--- config.mk ---
export PLATFORM = sky130hd
export DESIGN_NAME = ws_array_ctrl
export DESIGN_NICKNAME = d
export VERILOG_FILES = /design/src/rtl/ws_pkg.sv /design/src/rtl/ws_result_tracker.sv /design/src/rtl/ws_array_ctrl.sv
export SDC_FILE = /design/constraint.sdc
export NUM_CORES = 1
export LEC_CHECK = 0
export ABC_AREA = 1
export ABC_CLOCK_PERIOD_IN_PS = 5800
export CAP_MARGIN = 40
export CORE_ASPECT_RATIO = 2
export CORE_UTILIZATION = 35
export CTS_CLUSTER_DIAMETER = 120
export DETAILED_ROUTE_END_ITERATION = 7
export HOLD_SLACK_MARGIN = 0.1
export PLACE_DENSITY = 0.51
export SYNTH_ARGS = -nofsm -noshare
export SYNTH_HDL_FRONTEND = slang
export SYNTH_HIERARCHICAL = 1
export SYNTH_SLANG_ARGS = --single-unit
--- constraint.sdc ---
create_clock -name i_clk -period 5.8 [get_ports i_clk]
set_input_delay 1.45 -clock i_clk [delete_from_list [all_inputs] [get_ports i_clk]]
set_output_delay 1.45 -clock i_clk [all_outputs]
set_load 0.01 [all_outputs]
--- src/rtl/ws_pkg.sv ---
// Shared definitions for the weight-stationary array sequencer: FSM states,
// default array dimensions and the default result latency.
package ws_pkg;

    localparam int unsigned WS_ROWS  = 4;
    localparam int unsigned WS_COLS  = 4;
    localparam int unsigned WS_VEC_W = 16;

    typedef enum logic [2:0] {
        StIdle,
        StLoad,
        StCompute,
        StDrain,
        StDone
    } ws_state_e;

    // Activation read to result at the array bottom, including skew/deskew.
    function automatic int unsigned ws_default_lat(input int unsigned rows,
                                                   input int unsigned cols);
        return rows + cols - 1;
    endfunction

endpackage

--- src/rtl/ws_result_tracker.sv ---
// LAT-stage delay line of {valid, idx}: the entry pushed with an activation
// read pops out exactly LAT cycles later as the matching result vector.
module ws_result_tracker #(
    parameter int unsigned LAT   = 7,
    parameter int unsigned VEC_W = 16
) (
    input  logic             i_clk,
    input  logic             i_rst,
    input  logic             i_flush,
    input  logic             i_valid,
    input  logic [VEC_W-1:0] i_idx,
    output logic             o_valid,
    output logic [VEC_W-1:0] o_idx
);

    logic [LAT-1:0]            r_valid;
    logic [LAT-1:0][VEC_W-1:0] r_idx;

    // Shift the tracking entries one stage per cycle; flush drops everything in flight.
    always_ff @(posedge i_clk or posedge i_rst) begin
        if (i_rst) begin
            r_valid <= '0;
            r_idx   <= '0;
        end else if (i_flush) begin
            r_valid <= '0;
            r_idx   <= '0;
        end else begin
            r_valid[0] <= i_valid;
            r_idx[0]   <= i_idx;
            for (int unsigned s = 1; s < LAT; s++) begin
                r_valid[s] <= r_valid[s-1];
                r_idx[s]   <= r_idx[s-1];
            end
        end
    end

    assign o_valid = r_valid[LAT-1];
    assign o_idx   = r_idx[LAT-1];

endmodule

--- src/rtl/ws_array_ctrl.sv ---
// Job sequencer for a weight-stationary systolic array: loads weights bottom
// row first, streams activation vectors, then drains while flagging results.
// Every output is a flop driven from the next-state decode.
module ws_array_ctrl
    import ws_pkg::*;
#(
    parameter int unsigned ROWS  = WS_ROWS,
    parameter int unsigned COLS  = WS_COLS,
    parameter int unsigned VEC_W = WS_VEC_W,
    parameter int unsigned LAT   = ws_default_lat(ROWS, COLS),
    localparam int unsigned AW   = (ROWS > 1) ? $clog2(ROWS) : 1
) (
    input  logic             i_clk,
    input  logic             i_rst,
    input  logic             i_start,
    input  logic [VEC_W-1:0] i_num_vec,
    input  logic             i_abort,
    output logic             o_busy,
    output logic             o_done,
    output logic             o_weight_we,
    output logic             o_w_rd_en,
    output logic [AW-1:0]    o_w_rd_addr,
    output logic             o_act_rd_en,
    output logic [VEC_W-1:0] o_act_rd_addr,
    output logic             o_res_valid,
    output logic [VEC_W-1:0] o_res_idx
);

    localparam logic [VEC_W-1:0] LOAD_LAST = VEC_W'(ROWS - 1);
    localparam logic [AW-1:0]    ADDR_TOP  = AW'(ROWS - 1);

    ws_state_e        r_state, w_state_d;
    logic [VEC_W-1:0] r_cnt, w_cnt_d;
    logic [VEC_W-1:0] r_num, w_num_d;

    logic             r_busy, r_done, r_weight_we, r_w_rd_en, r_act_rd_en;
    logic [AW-1:0]    r_w_rd_addr;
    logic [VEC_W-1:0] r_act_rd_addr;

    logic             w_busy_d, w_done_d, w_load_d, w_act_d;
    logic [AW-1:0]    w_w_rd_addr_d;
    logic [VEC_W-1:0] w_act_rd_addr_d;
    logic [VEC_W-1:0] w_num_last;
    logic             w_res_valid;
    logic [VEC_W-1:0] w_res_idx;

    // Only meaningful when r_num != 0; every use is guarded accordingly.
    assign w_num_last = r_num - VEC_W'(1);

    // Next state and counters; abort overrides everything, including a start in IDLE.
    always_comb begin
        w_state_d = r_state;
        w_cnt_d   = r_cnt;
        w_num_d   = r_num;
        if (i_abort) begin
            w_state_d = StIdle;
            w_cnt_d   = '0;
        end else begin
            unique case (r_state)
                StIdle: begin
                    if (i_start) begin
                        w_state_d = StLoad;
                        w_cnt_d   = '0;
                        w_num_d   = i_num_vec;
                    end
                end
                StLoad: begin
                    if (r_cnt == LOAD_LAST) begin
                        w_cnt_d   = '0;
                        w_state_d = (r_num == '0) ? StDrain : StCompute;
                    end else begin
                        w_cnt_d = r_cnt + VEC_W'(1);
                    end
                end
                StCompute: begin
                    if (r_cnt == w_num_last) begin
                        w_cnt_d   = '0;
                        w_state_d = StDrain;
                    end else begin
                        w_cnt_d = r_cnt + VEC_W'(1);
                    end
                end
                StDrain: begin
                    // Leave once the last result vector is on the outputs this cycle.
                    if ((r_num == '0) || (w_res_valid && (w_res_idx == w_num_last))) begin
                        w_state_d = StDone;
                    end
                end
                StDone: begin
                    w_state_d = StIdle;
                end
                default: begin
                    w_state_d = StIdle;
                    w_cnt_d   = '0;
                end
            endcase
        end
    end

    // Decode the next-cycle output values from the next state so outputs can be registered.
    always_comb begin
        w_busy_d        = (w_state_d != StIdle);
        w_done_d        = (w_state_d == StDone);
        w_load_d        = (w_state_d == StLoad);
        w_act_d         = (w_state_d == StCompute);
        w_w_rd_addr_d   = '0;
        w_act_rd_addr_d = '0;
        if (w_load_d) begin
            // Bottom row first so pass-through registers settle each row on the last load cycle.
            w_w_rd_addr_d = ADDR_TOP - w_cnt_d[AW-1:0];
        end
        if (w_act_d) begin
            w_act_rd_addr_d = w_cnt_d;
        end
    end

    // State, counters and registered outputs.
    always_ff @(posedge i_clk or posedge i_rst) begin
        if (i_rst) begin
            r_state       <= StIdle;
            r_cnt         <= '0;
            r_num         <= '0;
            r_busy        <= 1'b0;
            r_done        <= 1'b0;
            r_weight_we   <= 1'b0;
            r_w_rd_en     <= 1'b0;
            r_w_rd_addr   <= '0;
            r_act_rd_en   <= 1'b0;
            r_act_rd_addr <= '0;
        end else begin
            r_state       <= w_state_d;
            r_cnt         <= w_cnt_d;
            r_num         <= w_num_d;
            r_busy        <= w_busy_d;
            r_done        <= w_done_d;
            r_weight_we   <= w_load_d;
            r_w_rd_en     <= w_load_d;
            r_w_rd_addr   <= w_w_rd_addr_d;
            r_act_rd_en   <= w_act_d;
            r_act_rd_addr <= w_act_rd_addr_d;
        end
    end

    ws_result_tracker #(
        .LAT   (LAT),
        .VEC_W (VEC_W)
    ) u_tracker (
        .i_clk   (i_clk),
        .i_rst   (i_rst),
        .i_flush (i_abort),
        .i_valid (r_act_rd_en),
        .i_idx   (r_act_rd_addr),
        .o_valid (w_res_valid),
        .o_idx   (w_res_idx)
    );

    assign o_busy        = r_busy;
    assign o_done        = r_done;
    assign o_weight_we   = r_weight_we;
    assign o_w_rd_en     = r_w_rd_en;
    assign o_w_rd_addr   = r_w_rd_addr;
    assign o_act_rd_en   = r_act_rd_en;
    assign o_act_rd_addr = r_act_rd_addr;
    assign o_res_valid   = w_res_valid;
    assign o_res_idx     = w_res_idx;

endmodule

* Yosys cells after proc, flatten, opt, wreduce, memory -nomap -nowiden *
Index checks and enable logic that the tools add are counted.

storage, ports and cells
  flip-flop bits (word level) = 176
  input port bits = 20
  output and inout bits = 40

cells by class
  add/sub/neg operators = 3
  eq/ne operators = 10
  muxes and demuxes = 16
  bitwise gates (word level) = 1
  reductions and logical operators = 7

operator list
  cell                                                                    count
  112-bit 2-to-1 mux                                                      1
  16-bit 2-to-1 mux                                                       5
  16-bit case mux with 4 select lines                                     1
  16-bit equality test                                                    2
  16-bit by 1-bit adder with 16-bit output, second input constant         1
  16-bit by 2-bit equality test with 1-bit output, second input constant  1
  16-bit zero test                                                        1
  16-bit by 1-bit subtractor with 16-bit output, second input constant    1
  3-bit 2-to-1 mux                                                        5
  3-bit case mux with 4 select lines                                      1
  3-bit by 2-bit equality test with 1-bit output, second input constant   3
  7-bit 2-to-1 mux                                                        1
  3-bit by 1-bit equality test with 1-bit output, second input constant   2
  3-bit equality test, second input constant                              2
  3-bit zero test                                                         1
  3-bit AND reduction                                                     1
  3-bit nonzero test                                                      1
  2-bit 2-to-1 mux                                                        1
  2-bit OR reduction                                                      1
  2-bit subtractor, first input constant                                  1
  1-bit logical AND                                                       1
  1-bit logical OR                                                        1
  1-bit 2-to-1 mux                                                        1
  1-bit NOT                                                               1

* Logic depth before layout (Yosys ltp) *
  depth in word-level cells = 9
  mapped depth = 18

* Modules after synthesis *
The synthesis kept the hierarchy.

modules (own cells, without submodules)
  module             instances  cells an instance  area an instance (sq um)
  ws_result_tracker  1          387                4137.7
  ws_array_ctrl      1          618                4106.4

* Worst setup path after synthesis *
No wires, ideal clock.

  kind = input to register
  from = input i_start
  to = register r_act_rd_addr[10] (netlist: o_act_rd_addr[10])
  arrival = 2.397 ns
  required time = 5.731 ns
  path slack = 3.334 ns
  cell stages on the path = 8
  path buffers = 1
  cell sequence = inv_1 > nor2_1 > nor2_1 > o21ai_0 > a21oi_2 > nand4_4 > buf_6 > nor2_2

on the way
  cells in the longest elaborated chain, start to end = 5
  elaborated cells between the ends (all ways) = 8
  classes of those cells = eq/ne: 1; mux: 7

ends and longest elaborated chain
  item                                            line                  RTL
  start: declaration                              ws_array_ctrl.sv:15   input logic i_start,
  3-bit 2-to-1 mux                                ws_array_ctrl.sv:61   if (i_start) begin
  3-bit case mux with 4 select lines              ws_array_ctrl.sv:59   unique case (r_state)
  3-bit 2-to-1 mux                                ws_array_ctrl.sv:55   if (i_abort) begin
  3-bit by 2-bit equality test with 1-bit output  ws_array_ctrl.sv:105  w_act_d = (w_state_d == StCompute);
  16-bit 2-to-1 mux *                             ws_array_ctrl.sv:112  if (w_act_d) begin
  via w_act_rd_addr_d[10]                         ws_array_ctrl.sv:42   logic [VEC_W-1:0] w_act_rd_addr_d;
  end signal: assignment                          ws_array_ctrl.sv:140  r_act_rd_addr <= w_act_rd_addr_d;
  end: declaration                                ws_array_ctrl.sv:38   logic [VEC_W-1:0] r_act_rd_addr;

The timed path passes the listed nets; every way through them passes the cells marked *.
A chain may end at the register's enable or synchronous reset.

* Worst setup path after layout *
  from = register r_num[0]
  to = register r_act_rd_addr[3] (netlist: o_act_rd_addr[3])

on the way
  cells in the longest elaborated chain, start to end = 9
  elaborated cells between the ends (all ways) = 17
  classes of those cells = add/sub: 1; eq/ne: 3; mux: 10; reduce/logical: 3

ends and longest elaborated chain
  item                                            line                  RTL
  start: declaration                              ws_array_ctrl.sv:34   logic [VEC_W-1:0] r_num, w_num_d;
  start signal: assignment                        ws_array_ctrl.sv:133  r_num <= w_num_d;
  16-bit by 1-bit subtractor with 16-bit output   ws_array_ctrl.sv:48   assign w_num_last = r_num - VEC_W'(1);
  16-bit equality test                            ws_array_ctrl.sv:85   if ((r_num == '0) || (w_res_valid && (w_res_idx == w_num_last))) begin
  1-bit logical AND                               ws_array_ctrl.sv:85
  1-bit logical OR                                ws_array_ctrl.sv:85
  3-bit 2-to-1 mux                                ws_array_ctrl.sv:85
  3-bit case mux with 4 select lines              ws_array_ctrl.sv:59
  3-bit 2-to-1 mux                                ws_array_ctrl.sv:55
  3-bit by 2-bit equality test with 1-bit output  ws_array_ctrl.sv:105
  16-bit 2-to-1 mux *                             ws_array_ctrl.sv:112
  via w_act_rd_addr_d[3]                          ws_array_ctrl.sv:42

Marked as above.

==> impl_results.md <==
* Fraction of layout cells with a size suffix above 1 at about 7.4%
* Diodes inserted at 0
* HP Class: flip-flop to flip-flop
* GRT Residual Overflow at 0
* Vias/cell at around 4.5
* Final-stage net count at roughly 1100
* Core ar. at between 0.02 and 0.025 mm^2
* Cell taking the most area after synthesis: dfrtp_1
* Fillers at ~2400
* Actual slew at the worst max-slew pin at about 0.85 ns
* Non-filler cells, final at 1344
* MaxCap Viol Count at 0
* Root Driver: clkbuf_16
* Design Power at about 2.6 mW
* Setup TNS Final at 0 ns
* Cell variety after synth at 39
* PD cells at 274 mW/mm^2
* Die Ht at roughly 220 um
* CTS resizes at 0
* Placed wire-length estimate at 15.2 mm
* Clock Latency Late Sink at between 0.4 and 0.5 ns
* Share of the synthesized area in the top cell type at between 50% and 60%
* Layout area overhead at 15.1%
* Seq/Total Area, Yosys at 53.4%
* Clock skew at between 0.009 and 0.01 ns
* Critical Path, Cell by Cell: inv_2 -> ha_1 -> nand2_1 -> nor2_2 -> nand2_1 -> nand2_1 -> nand2_1 -> nand2_1 -> nand2_1 -> nor2_1 -> nand2_1 -> nor2_1 -> nand3_1 -> nand3_2 -> nand4_4 -> nor2_1
* Syn_area_per_cell at 8.20 um^2
* CP endpoint kind: flip-flop
* Leakage power at approximately 4.6 nW
* Cell family with most CP delay: simple AND/OR/NAND/NOR gates
* Initial Utilization at 35.5%
* Post-placement cell count at around 1300
* IO buf count at slightly below 60
* CTS tree: built
* Placed inst area at around 0.009 mm^2
* Critical path startpoint category: flip-flop
* Die Area at roughly 0.024 mm^2
* Site row count at between 70 and 80
* WP data arrival at 3.46 ns
* GRT Total Usage at a little under a fifth
* Synth warn at 6
* Cts hold-fix bufs at 0
* Net Count, Synth at slightly above 1000
* Clk buf depth at 2
* Endpoints failing hold at 0
* Design area at 0.00949 mm^2
* Most frequent cell on the critical path: nand2_1
* Final RePlAce weighted congestion at between 0.8 and 0.9
* # DRC at 0
* Outcome: finished, final reports clean
* WL final at about 20 mm
* Post-route clock period utilization at 53.6%
* Slew Viols, Final at 0
* Worst Path Buf+Inv at 1
* First DRT Iteration DRCs at approximately 260
* Final min period at between 3 and 4 ns
* Slowest cell on the critical path: dfrtp_1
* Worst reg2reg setup slack at roughly 2.7 ns
* CP peak stage delay at ~0.48 ns
* First-pass GRT wire length at ~33 mm
* RSZ-0062 raised after global routing: false
* Setup Buffers After CTS at 0
* Top cells by area, synth: dfrtp_1 (53%), inv_1 (9.6%), nor2_1 (8.7%)
* Clk pin slew, worst setup/hold paths at 0.07 ns
* Post-Syn Instances at around 1000
* Sinks on Clock Net at about 180
* Max rail drop VDD at ~0.00019 V
* Max-slew headroom at a little over two fifths
* CP Data Required Time at around 6.2 ns
* Via Count at 6077
* Mapped Area at between 0.008 and 0.009 mm^2
* Crit Path Max Fanout at 17
* Crit Path Class: flip-flop to flip-flop
* ANT nets after route at 0
* Largest net degree at the start of global routing at a little over 80
* H-tree level count at 4
* Detailed-route wire length per cell at ~15 um
* Num ports at 60
* Synth Register Bits at ~180
* Drt first pass iters at 4
* CTS buffer count at 17
* Initial antenna violation count at 0
* Hold slack final at about 0.45 ns
* Final setup violation count at 0
* Fmax at roughly 0.32 GHz
* Number of global-route vias before repair at between 6000 and 7000
* Die Wd at between 100 and 150 um
==> power by group <==
part | switching [mW] | total (mW) | internal, mW
sequential | 0.0348 | 1.29 | 1.25
clock | 0.505 | 1.06 | 0.556
combinational | 0.171 | 0.250 | 0.0795
total | 0.711 | 2.60 | 1.89
==> worst register-to-register path, stage by stage (launching register included) <==
cell and delay [ns]:
dfrtp_1 0.48, inv_2 0.18, ha_1 0.31, nand2_1 0.16, nor2_2 0.18, nand2_1 0.09
nand2_1 0.10, nand2_1 0.14, nand2_1 0.09, nand2_1 0.05, nor2_1 0.08, nand2_1 0.15
nor2_1 0.15, nand3_1 0.16, nand3_2 0.16, nand4_4 0.32, nor2_1 0.25
==> stage by stage <==
step | util, % | setup slack (ns)
after detailed placement | 38.5 | 2.45
after CTS | 40.9 | 2.65
final | 40.9 | 2.69
after global placement | 38.4 | 2.34
after floorplan | - | 1.19
after global routing | 40.9 | 2.38
==> kinds of logic (layout without fill, tap and decap cells) <==
kind of cell,after synthesis,in the layout,share of synthesized area [%]
and+or+nand+nor,508,508,27.9
buffers and inverters,258,314,13.8
DFF,176,176,53.4
AOI/OAI and AO/OA,49,49,3.25
xor gates and xnor gates,11,11,1.17
adders and majority gates,3,3,0.455
==> metal layers <==
layer  up-vias  global-route usage, %  routed length (um)
met5         -                      0                   0
met4         0                   12.8                1160
met3        45                   3.07                 566
met2       114                   32.7               10900
met1      2818                   18.9                7830
li1       3100                      -                   -
==> cell usage after synthesis (all sizes together) <==
| library cell | count |
|---|---|
| inv | 214 |
| nor2 | 212 |
| dfrtp | 176 |
| nand2 | 150 |
| nand3 | 100 |
| buf | 33 |
| a21oi | 21 |
| o21ai | 20 |
| nand3b | 15 |
| nand4 | 12 |
| xor2 | 11 |
| clkbuf | 8 |
| nor3 | 7 |
| nor4 | 7 |
| clkinv | 3 |
| ha | 3 |
| o22ai | 3 |
| or2 | 3 |
| and2 | 2 |
| o31ai | 2 |
| o32ai | 2 |
| a21boi | 1 |
==> worst paths after layout <==
kind,start,to,cells after the start
max reg2reg,r_num[0],o_act_rd_addr[3],16
min reg2reg,u_tracker/r_idx[49],u_tracker/r_idx[65],2
min,u_tracker/r_idx[49],u_tracker/r_idx[65],2
min in group asynchronous,i_rst,u_tracker/r_idx[29],2
max,r_num[0],o_act_rd_addr[3],16
max in group asynchronous,i_rst,u_tracker/r_idx[34],3
==> placed cells by master (no fill, tap or decap), types with 4 or more instances in the layout <==
cell             count
nand3b_1            15
nor2_2              18
xor2_1              11
o21ai_0             13
buf_4                4
nand2_1            143
nand3_1             97
o21ai_1              7
dfrtp_1            176
nor3_1               6
nor2_1             191
clkinv_2             4
nor4_1               6
nand2_2              6
inv_6                4
inv_2                4
clkbuf_16           17
inv_1              209
nand4_1             11
a21oi_1             20
clkdlybuf4s50_1     58
==> sequential cells by signal, indices dropped and copies added, names as in the netlist <==
register,cells
r_cnt,16
o_done,1
o_act_rd_addr,16
u_tracker/r_valid,7
r_num,16
r_state,3
u_tracker/o_idx,16
o_w_rd_en,1
o_act_rd_en,1
o_w_rd_addr,2
u_tracker/r_idx,96
o_busy,1
==> cell type report <==
class	instances	area, um^2	share of cell area, %
multi-input cells	571	2710	28.5
repair buffers	65	673	7.09
well taps	283	354	3.73
clock inverters	13	106	1.12
clock buffers	19	433	4.56
flip-flops and latches	176	4400	46.4
inverters	217	817	8.61
Power figures use the tool's default switching activity.
